## src/rtl/cla_seq_pkg.sv

```systemverilog
// cla_seq_pkg: shared FSM encodings and beat-counter width for the multiword CLA sequencer.
package cla_seq_pkg;
  typedef enum logic [1:0] {
    S_IDLE = 2'd0,
    S_RUN  = 2'd1,
    S_DONE = 2'd2
  } state_t;
  function automatic int cla_seq_cnt_w(input int n);
    return $clog2(n) + 1;
  endfunction
endpackage

```

## src/rtl/cla_multiword_seq_cla.sv

```systemverilog
// cla_multiword_seq_cla: combinational WIDTH-bit carry-lookahead adder (parallel-prefix carries).
module cla_multiword_seq_cla #(
  parameter int WIDTH = 16
) (
  input  logic [WIDTH-1:0] a_i,
  input  logic [WIDTH-1:0] b_i,
  input  logic             ci_i,
  output logic [WIDTH-1:0] s_o,
  output logic             co_o
);
  localparam int L = $clog2(WIDTH);
  logic [L:0][WIDTH-1:0] g, p;
  logic [WIDTH-1:0] prop;
  assign prop = a_i ^ b_i;
  // Carry-in folds into bit 0's generate so the prefix tree yields every carry directly.
  assign g[0] = (a_i & b_i) | {{(WIDTH-1){1'b0}}, prop[0] & ci_i};
  assign p[0] = prop;
  for (genvar k = 0; k < L; k++) begin : g_lvl
    for (genvar i = 0; i < WIDTH; i++) begin : g_bit
      if (i >= (1 << k)) begin : g_mrg
        assign g[k+1][i] = g[k][i] | (p[k][i] & g[k][i-(1<<k)]);
        assign p[k+1][i] = p[k][i] & p[k][i-(1<<k)];
      end else begin : g_pass
        assign g[k+1][i] = g[k][i];
        assign p[k+1][i] = p[k][i];
      end
    end
  end
  if (WIDTH > 1) begin : g_sum
    assign s_o = prop ^ {g[L][WIDTH-2:0], ci_i};
  end else begin : g_sum1
    assign s_o = prop ^ ci_i;
  end
  assign co_o = g[L][WIDTH-1];
endmodule

```

## src/rtl/cla_multiword_seq.sv

```systemverilog
// cla_multiword_seq: streams NUM_WORDS*WIDTH-bit add (or sub with CLA_SEQ_SUB_EN) through one CLA, LSW first.
// Define CLA_SEQ_SUB_EN to add the sub_i port and subtraction support.
module cla_multiword_seq
  import cla_seq_pkg::*;
#(
  parameter int WIDTH     = 16,
  parameter int NUM_WORDS = 4
) (
  input  logic             clk,
  input  logic             rst,
  input  logic             start_i,
`ifdef CLA_SEQ_SUB_EN
  input  logic             sub_i,
`endif
  input  logic             in_valid_i,
  output logic             in_ready_o,
  input  logic [WIDTH-1:0] a_word_i,
  input  logic [WIDTH-1:0] b_word_i,
  output logic             out_valid_o,
  output logic             out_last_o,
  output logic [WIDTH-1:0] s_word_o,
  output logic             carry_out_o,
  output logic             overflow_o,
  output logic             busy_o,
  output logic             done_o
);
  localparam int CNT_W = cla_seq_cnt_w(NUM_WORDS);
  state_t state_q, state_d;
  logic [CNT_W-1:0] cnt_q, cnt_d;
  logic [WIDTH-1:0] s_q, s_d, b_eff, sum;
  logic sub_q, sub_d, carry_q, carry_d, vld_q, vld_d, last_q, last_d;
  logic cout_q, cout_d, ovf_q, ovf_d, co, go, accept, last;
  cla_multiword_seq_cla #(.WIDTH(WIDTH)) u_cla (
    .a_i (a_word_i),
    .b_i (b_eff),
    .ci_i(carry_q),
    .s_o (sum),
    .co_o(co)
  );
  assign go     = (state_q == S_IDLE) && start_i;
  assign accept = (state_q == S_RUN) && in_valid_i;
  assign last   = cnt_q == CNT_W'(NUM_WORDS - 1);
  assign b_eff  = sub_q ? ~b_word_i : b_word_i;
`ifdef CLA_SEQ_SUB_EN
  assign sub_d = go ? sub_i : sub_q;
`else
  assign sub_d = 1'b0;
`endif
  always_comb begin
    state_d = state_q == S_IDLE ? (start_i ? S_RUN : S_IDLE) :
              state_q == S_RUN  ? ((accept && last) ? S_DONE : S_RUN) : S_IDLE;
    carry_d = go ? sub_d : accept ? co : carry_q;
    cnt_d   = go ? '0 : accept ? cnt_q + 1'b1 : cnt_q;
    s_d     = accept ? sum : s_q;
    vld_d   = accept;
    last_d  = accept && last;
    cout_d  = (accept && last) ? co : cout_q;
    ovf_d   = (accept && last) ? ((a_word_i[WIDTH-1] == b_eff[WIDTH-1]) && (sum[WIDTH-1] != a_word_i[WIDTH-1])) : ovf_q;
  end
  always_ff @(posedge clk or posedge rst) begin
    if (rst) begin
      state_q <= S_IDLE;
      cnt_q   <= '0;
      s_q     <= '0;
      sub_q   <= 1'b0;
      carry_q <= 1'b0;
      vld_q   <= 1'b0;
      last_q  <= 1'b0;
      cout_q  <= 1'b0;
      ovf_q   <= 1'b0;
    end else begin
      state_q <= state_d;
      cnt_q   <= cnt_d;
      s_q     <= s_d;
      sub_q   <= sub_d;
      carry_q <= carry_d;
      vld_q   <= vld_d;
      last_q  <= last_d;
      cout_q  <= cout_d;
      ovf_q   <= ovf_d;
    end
  end
  assign in_ready_o  = state_q == S_RUN;
  assign busy_o      = state_q != S_IDLE;
  assign done_o      = state_q == S_DONE;
  assign out_valid_o = vld_q;
  assign out_last_o  = last_q;
  assign s_word_o    = s_q;
  assign carry_out_o = cout_q;
  assign overflow_o  = ovf_q;
endmodule

```

## config.mk

```make
export PLATFORM = sky130hd
export DESIGN_NAME = cla_multiword_seq
export DESIGN_NICKNAME = d
export VERILOG_FILES = /design/src/rtl/cla_seq_pkg.sv /design/src/rtl/cla_multiword_seq_cla.sv /design/src/rtl/cla_multiword_seq.sv
export SDC_FILE = /design/constraint.sdc
export NUM_CORES = 1
export LEC_CHECK = 0
export BUFFER_PORTS_ARGS = -buffer_cell sky130_fd_sc_hd__buf_2
export CAP_MARGIN = 25
export CORE_MARGIN = 3
export CORE_UTILIZATION = 54
export DETAILED_ROUTE_END_ITERATION = 16
export PLACE_DENSITY = 0.85
export SYNTH_ARGS = -nofsm -noshare
export SYNTH_HDL_FRONTEND = slang
export SYNTH_SLANG_ARGS = --single-unit
```

## constraint.sdc

```tcl
create_clock -name clk -period 5.4 [get_ports clk]
set_input_delay 0.27 -clock clk [delete_from_list [all_inputs] [get_ports clk]]
set_output_delay 0.27 -clock clk [all_outputs]
set_load 0.01 [all_outputs]
```

* Word level (Yosys, flattened, before mapping)
Index checks and enable logic that the tools add are counted.
** Word-level totals
- Word-level logic and storage cells :: 166
- Output and inout bits :: 23
- Input bits :: 36
- Flip-flop bits (word level) :: 26
** Cells by class
- Muxes and demuxes :: 8
- Bitwise logic cells :: 137
- $add $sub $neg :: 1
- Reductions and logical operators :: 7
- Equality and inequality tests :: 5
** Operator list (number)
- bitwise AND 1 bit :: 84
- bitwise OR 1 bit :: 49
- XOR 16 bit :: 2
- bitwise AND 16 bit :: 1
- bitwise OR 16 x 1 -> 16 bit :: 1
- 2-to-1 mux 2 bit :: 3
- 2-to-1 mux 3 bit :: 2
- logical AND 1 bit :: 4
- nonzero test 2 bit :: 2
- adder 3 x 1 -> 3 bit (second input constant) :: 1
- equality test 3 x 2 -> 1 bit (second input constant) :: 1
- 2-to-1 mux 1 bit :: 3
- equality test 2 x 1 -> 1 bit (second input constant) :: 1
- equality test 2 bit (second input constant) :: 1
- zero test 2 bit :: 1
- equality test 1 bit :: 1
- != test 1 bit :: 1

* Logic depth before layout (Yosys ltp)
- Depth in word-level cells :: 13
- Gate-level depth with buffers :: 9
- Depth with buffers taken out :: 9

* By module
A second synthesis with hierarchy kept.
** Second synthesis, totals
- Cells, all modules :: 181
- Area total of the unflattened synthesis :: 1910.6 µm²
** By module, submodules not included
- cla_multiword_seq :: area each 1122.3 µm², sequential area each 650.6 µm², cells each 74, times used 1
- cla_multiword_seq_cla :: area each 788.3 µm², sequential area each 0.0 µm², cells each 107, times used 1

* Worst setup path after synthesis
OpenSTA, ideal clock, no wires.
- Path kind :: register to register
- Start point :: register carry_q
- End point :: register s_q[14] (netlist: s_word_o[14])
- Cell stages (with the launch flop) :: 10
- Path buffers :: 0
- Period minus slack after synthesis :: 2.016 ns
- Slack :: 3.384 ns
- Library setup time :: 0.131 ns
- Data arrival time :: 1.885 ns
- Data required time :: 5.269 ns
- Path through :: dfrtp_1 > fa_1 > inv_1 > fa_1 > nand2b_1 > a21oi_2 > o211ai_1 > o31ai_1 > xnor2_1 > o21ai_1
** Between the ends
- Longest elaborated chain between the ends :: 9
** Ends and longest elaborated chain
- start, declared :: line cla_multiword_seq.sv:31 : logic sub_q, sub_d, carry_q, carry_d, vld_q, vld_d, last_q, last_d;
- start signal, assigned :: line cla_multiword_seq.sv:76 : carry_q <= carry_d;
- bitwise AND 1 bit :: line cla_multiword_seq_cla.sv:16 : assign g[0] = (a_i & b_i) | {{(WIDTH-1){1'b0}}, prop[0] & ci_i};
- bitwise OR 16 x 1 -> 16 bit :: line cla_multiword_seq_cla.sv:16
- bitwise AND 1 bit :: line cla_multiword_seq_cla.sv:21 : assign g[k+1][i] = g[k][i] | (p[k][i] & g[k][i-(1<<k)]);
- bitwise OR 1 bit :: line cla_multiword_seq_cla.sv:21
- bitwise AND 1 bit :: line cla_multiword_seq_cla.sv:21
- bitwise OR 1 bit :: line cla_multiword_seq_cla.sv:21
- bitwise AND 1 bit :: line cla_multiword_seq_cla.sv:21
- bitwise OR 1 bit :: line cla_multiword_seq_cla.sv:21
- XOR 16 bit :: line cla_multiword_seq_cla.sv:30 : assign s_o = prop ^ {g[L][WIDTH-2:0], ci_i};
- end signal, assigned :: line cla_multiword_seq.sv:64 : s_q <= '0;
- end signal, assigned :: line cla_multiword_seq.sv:74 : s_q <= s_d;
- end, declared :: line cla_multiword_seq.sv:30 : logic [WIDTH-1:0] s_q, s_d, b_eff, sum;
No other way between the ends.
A chain may end at the register's enable or synchronous reset.

* Worst setup path in the final report
Same ends and word-level chain as after synthesis.

==> Flow_metrics.wiki <==
{| class="wikitable"
! Metric !! Value
|-
| Placed Instance Area || 2087 µm²
|-
| Clk buf depth || 2
|-
| Outcome || finished, final reports clean
|-
| Clock Latency Late Sink || 0.31 ns
|-
| Max-slew headroom at the worst pin || 0.3766
|-
| Post-DR wirelength/cell || 12.35 µm
|-
| Count of final setup violators || 0
|-
| Global router's overall resource usage || 0.1974
|-
| Type of element capturing the critical path || flop
|-
| Final core area utilization || 0.6898
|-
| Min Clock Period, post-route || 2.217 ns
|-
| Die Span X || 63.18 µm
|-
| Count of buffers added by post-CTS timing repair for setup || 0
|-
| Detailed-route wire length || 3717 µm
|-
| Area of the placeable core || 3078 µm²
|-
| Depth of the most critical reg-to-reg path || 9
|-
| Sequential-to-total area share from yosys stat || 0.3685
|-
| Type of the tightest min-delay check || in -> async
|-
| Post-Place Cells || 297
|-
| Final net count || 313
|-
| Fill cell instance count of the final layout || 261
|-
| Violation count after the first detailed-route iteration || 88
|-
| Crit start category || flop
|-
| Die span in y || 63.18 µm
|-
| Number of flops mapped to enable cells by yosys || 0
|-
| Number of buffers inserted during clock tree synthesis || 3
|-
| Register bit total from synthesis || 26
|-
| Detailed placer's ending HPWL || 3047 µm
|-
| Final Non-Filler Cells || 301
|-
| Number of placement rows || 20
|-
| VDD IR max || 0.1249 mV
|-
| Via-per-instance ratio || 5.312
|-
| Number of hold buffers added after CTS || 0
|-
| Number of instances resized during post-cts repair || 0
|-
| Highest attainable clock frequency || 451.0 MHz
|-
| GR Layer Usage met1 || 0.2790
|-
| Slew Limit Fails || 0
|-
| Worst setup slack after placement || 3.196 ns
|-
| Final worst clock skew || 0.002030 ns
|-
| Number of global-route vias before repair || 1,484
|-
| Clock root buffer || sky130_fd_sc_hd__clkbuf_4
|-
| Share of the clock period used by the worst path after layout || 0.4106
|-
| Pin slew with the least headroom to its limit || 0.9341 ns
|-
| CP required || 5.59 ns
|-
| Antenna diode count || 0
|-
| Worst endpoint data arrival time || 2.41 ns
|-
| Count of vias placed by the detailed router || 1,599
|-
| Max-cap check violation count || 0
|-
| Main area contributors after synthesis || sky130_fd_sc_hd__dfrtp_1 37%, sky130_fd_sc_hd__ha_1 12%, sky130_fd_sc_hd__nand2_1 7.2%
|-
| Mapped Area || 1765 µm²
|-
| RSZ-0062 raised after global routing || false
|-
| First-pass GRT wire length || 6492 µm
|-
| Most numerous cell types in the synthesized netlist || 34 x sky130_fd_sc_hd__nand2_1, 26 x sky130_fd_sc_hd__dfrtp_1, 21 x sky130_fd_sc_hd__a21oi_1
|-
| Most frequently used cell type in the post-synthesis netlist || sky130_fd_sc_hd__nand2_1
|-
| Count of input and output buffers || 58
|-
| Pin count of the biggest net entering global routing || 35
|-
| Layout cell share with drive strength beyond 1 || 0.2840
|-
| Final setup TNS || 0 ns
|-
| Sink Count || 26
|-
| Number of detailed-routing iterations run before antenna repair || 5
|-
| Htree depth || 1
|-
| GPL Wtd Cong || 0.8812
|-
| Count of endpoints failing hold in the final timing report || 0
|-
| GRT met3 Usage || 0.01783
|-
| Synthesized netlist net count || 255
|-
| Clk pin slew, worst setup/hold paths || 0.13 ns
|-
| Cell accounting for the most synthesized area || sky130_fd_sc_hd__dfrtp_1
|-
| Yosys synthesis warning count || 0
|-
| Full die area || 3992 µm²
|-
| Power density over cell area || 381.4 nW/µm²
|-
| Most used flip-flop cell after synthesis || sky130_fd_sc_hd__dfrtp_1
|-
| Type of the setup path with the least slack || reg -> reg
|-
| Share of the synthesized area in the top cell type || 0.3685
|-
| Signed area change from the synthesized netlist to the final layout || 20.27%
|-
| Average footprint of a synthesized cell || 8.827 µm²
|-
| Fin worst setup slack || 3.183 ns
|-
| Count of pins on the block boundary || 59
|-
| Fraction of synthesis flops using an asynchronous set or reset pin || 1.000
|-
| Number of different library cells in the post-synthesis netlist || 36
|-
| Antenna violations before repair || 0
|-
| Number of nets still failing antenna checks after routing || 0
|-
| Cells after synthesis || 200
|-
| Remaining routing DRC violations || 0
|-
| Leakage power summed over all cells || 1.060 nW
|-
| Starting density of the core || 0.5736
|-
| CTS tree || built
|-
| Most crowded layer after global routing || met2
|-
| Fin area || 2123 µm²
|-
| Global route total overflow || 0
|-
| Met2 Track Usage GR || 0.3254
|-
| Maximum fanout count along the critical path || 4
|}
[registers in the layout, indices dropped and copies added, names as in the netlist]
signal,count
carry_out_o,1
cnt_q,3
s_word_o,16
state_q,2
overflow_o,1
out_last_o,1
out_valid_o,1
carry_q,1
[layer usage]
metal | vias up | routed length, µm
li1 | 813 | -
met1 | 731 | 1758
met2 | 51 | 1739
met3 | 4 | 186
met4 | 0 | 32
met5 | - | 0
[cell usage in the layout (no fill, tap or decap), drive strengths merged, types with 2 or more instances in the layout]
master | Yosys | final
fa | 2 | 2
nand2b | 2 | 2
buf | 2 | 58
o211ai | 2 | 2
clkbuf | 3 | 4
o21bai | 4 | 4
o21ai | 22 | 22
nand3 | 2 | 2
dfrtp | 26 | 26
inv | 9 | 9
nand2 | 37 | 37
nor2 | 13 | 13
or2 | 2 | 2
xnor2 | 10 | 10
nor3 | 3 | 3
o31ai | 5 | 5
xor2 | 4 | 4
a21oi | 22 | 22
ha | 17 | 17
nor2b | 3 | 3
nand4 | 3 | 3
[critical path, cell delays in order (launching register included)]
cell and delay [ns]:
sky130_fd_sc_hd__dfrtp_1 0.39, sky130_fd_sc_hd__fa_1 0.20, sky130_fd_sc_hd__inv_1 0.06, sky130_fd_sc_hd__fa_1 0.38, sky130_fd_sc_hd__nand2b_1 0.19, sky130_fd_sc_hd__a21oi_2 0.15, sky130_fd_sc_hd__o211ai_1 0.18, sky130_fd_sc_hd__o31ai_1 0.31
sky130_fd_sc_hd__xnor2_1 0.17, sky130_fd_sc_hd__o21ai_1 0.07
[through the flow]
stage / power [mW] / hold slack, ns
after floorplan: 0.5828 / 0.3100
after global placement: 0.7077 / 0.4531
after detailed placement: 0.7227 / 0.4585
after CTS: 0.8164 / 0.1715
after global routing: 0.8839 / 0.2175
final: 0.8098 / 0.1420
[logic make-up after synthesis]
family                     synth area share
and+or+nand+nor                      0.1729
adders and majority gates            0.1432
xor gates and xnor gates            0.06945
DFF                                  0.3685
AOI/OAI and AO/OA                    0.2077
buffers and inverters               0.03260
muxes                              0.005670
[final cells by class]
type	instances	area [µm²]	area share
clock buffers	4	36.28	0.01709
inverters	9	33.78	0.01591
multi-input cells	160	1057	0.4979
flip-flops and latches	26	650.6	0.3064
well taps	44	55.05	0.02593
repair buffers	58	290.3	0.1367
[worst paths after layout]
path	end	startpoint	slack (ns)
hold / removal	s_word_o[3]$_DFFE_PP0P_	rst	0.14
setup / recovery	s_word_o[14]$_DFFE_PP0P_	carry_q$_DFFE_PP0P_	3.18
max in group asynchronous	out_last_o$_DFF_PP0_	rst	4.70
min in group clk	state_q[0]$_DFF_PP0_	start_i	0.20
hold reg to reg	s_word_o[3]$_DFFE_PP0P_	s_word_o[3]$_DFFE_PP0P_	0.49
setup reg to reg	s_word_o[14]$_DFFE_PP0P_	carry_q$_DFFE_PP0P_	3.18
[power by group]
part,total (mW),internal (mW),switching (mW),leakage (nW)
Clock,0.0951,0.0412,0.0540,0.0210
Sequential,0.330,0.281,0.0490,0.320
Combinational,0.385,0.164,0.221,0.719
No activity file was read; power rests on OpenSTA's default activity.
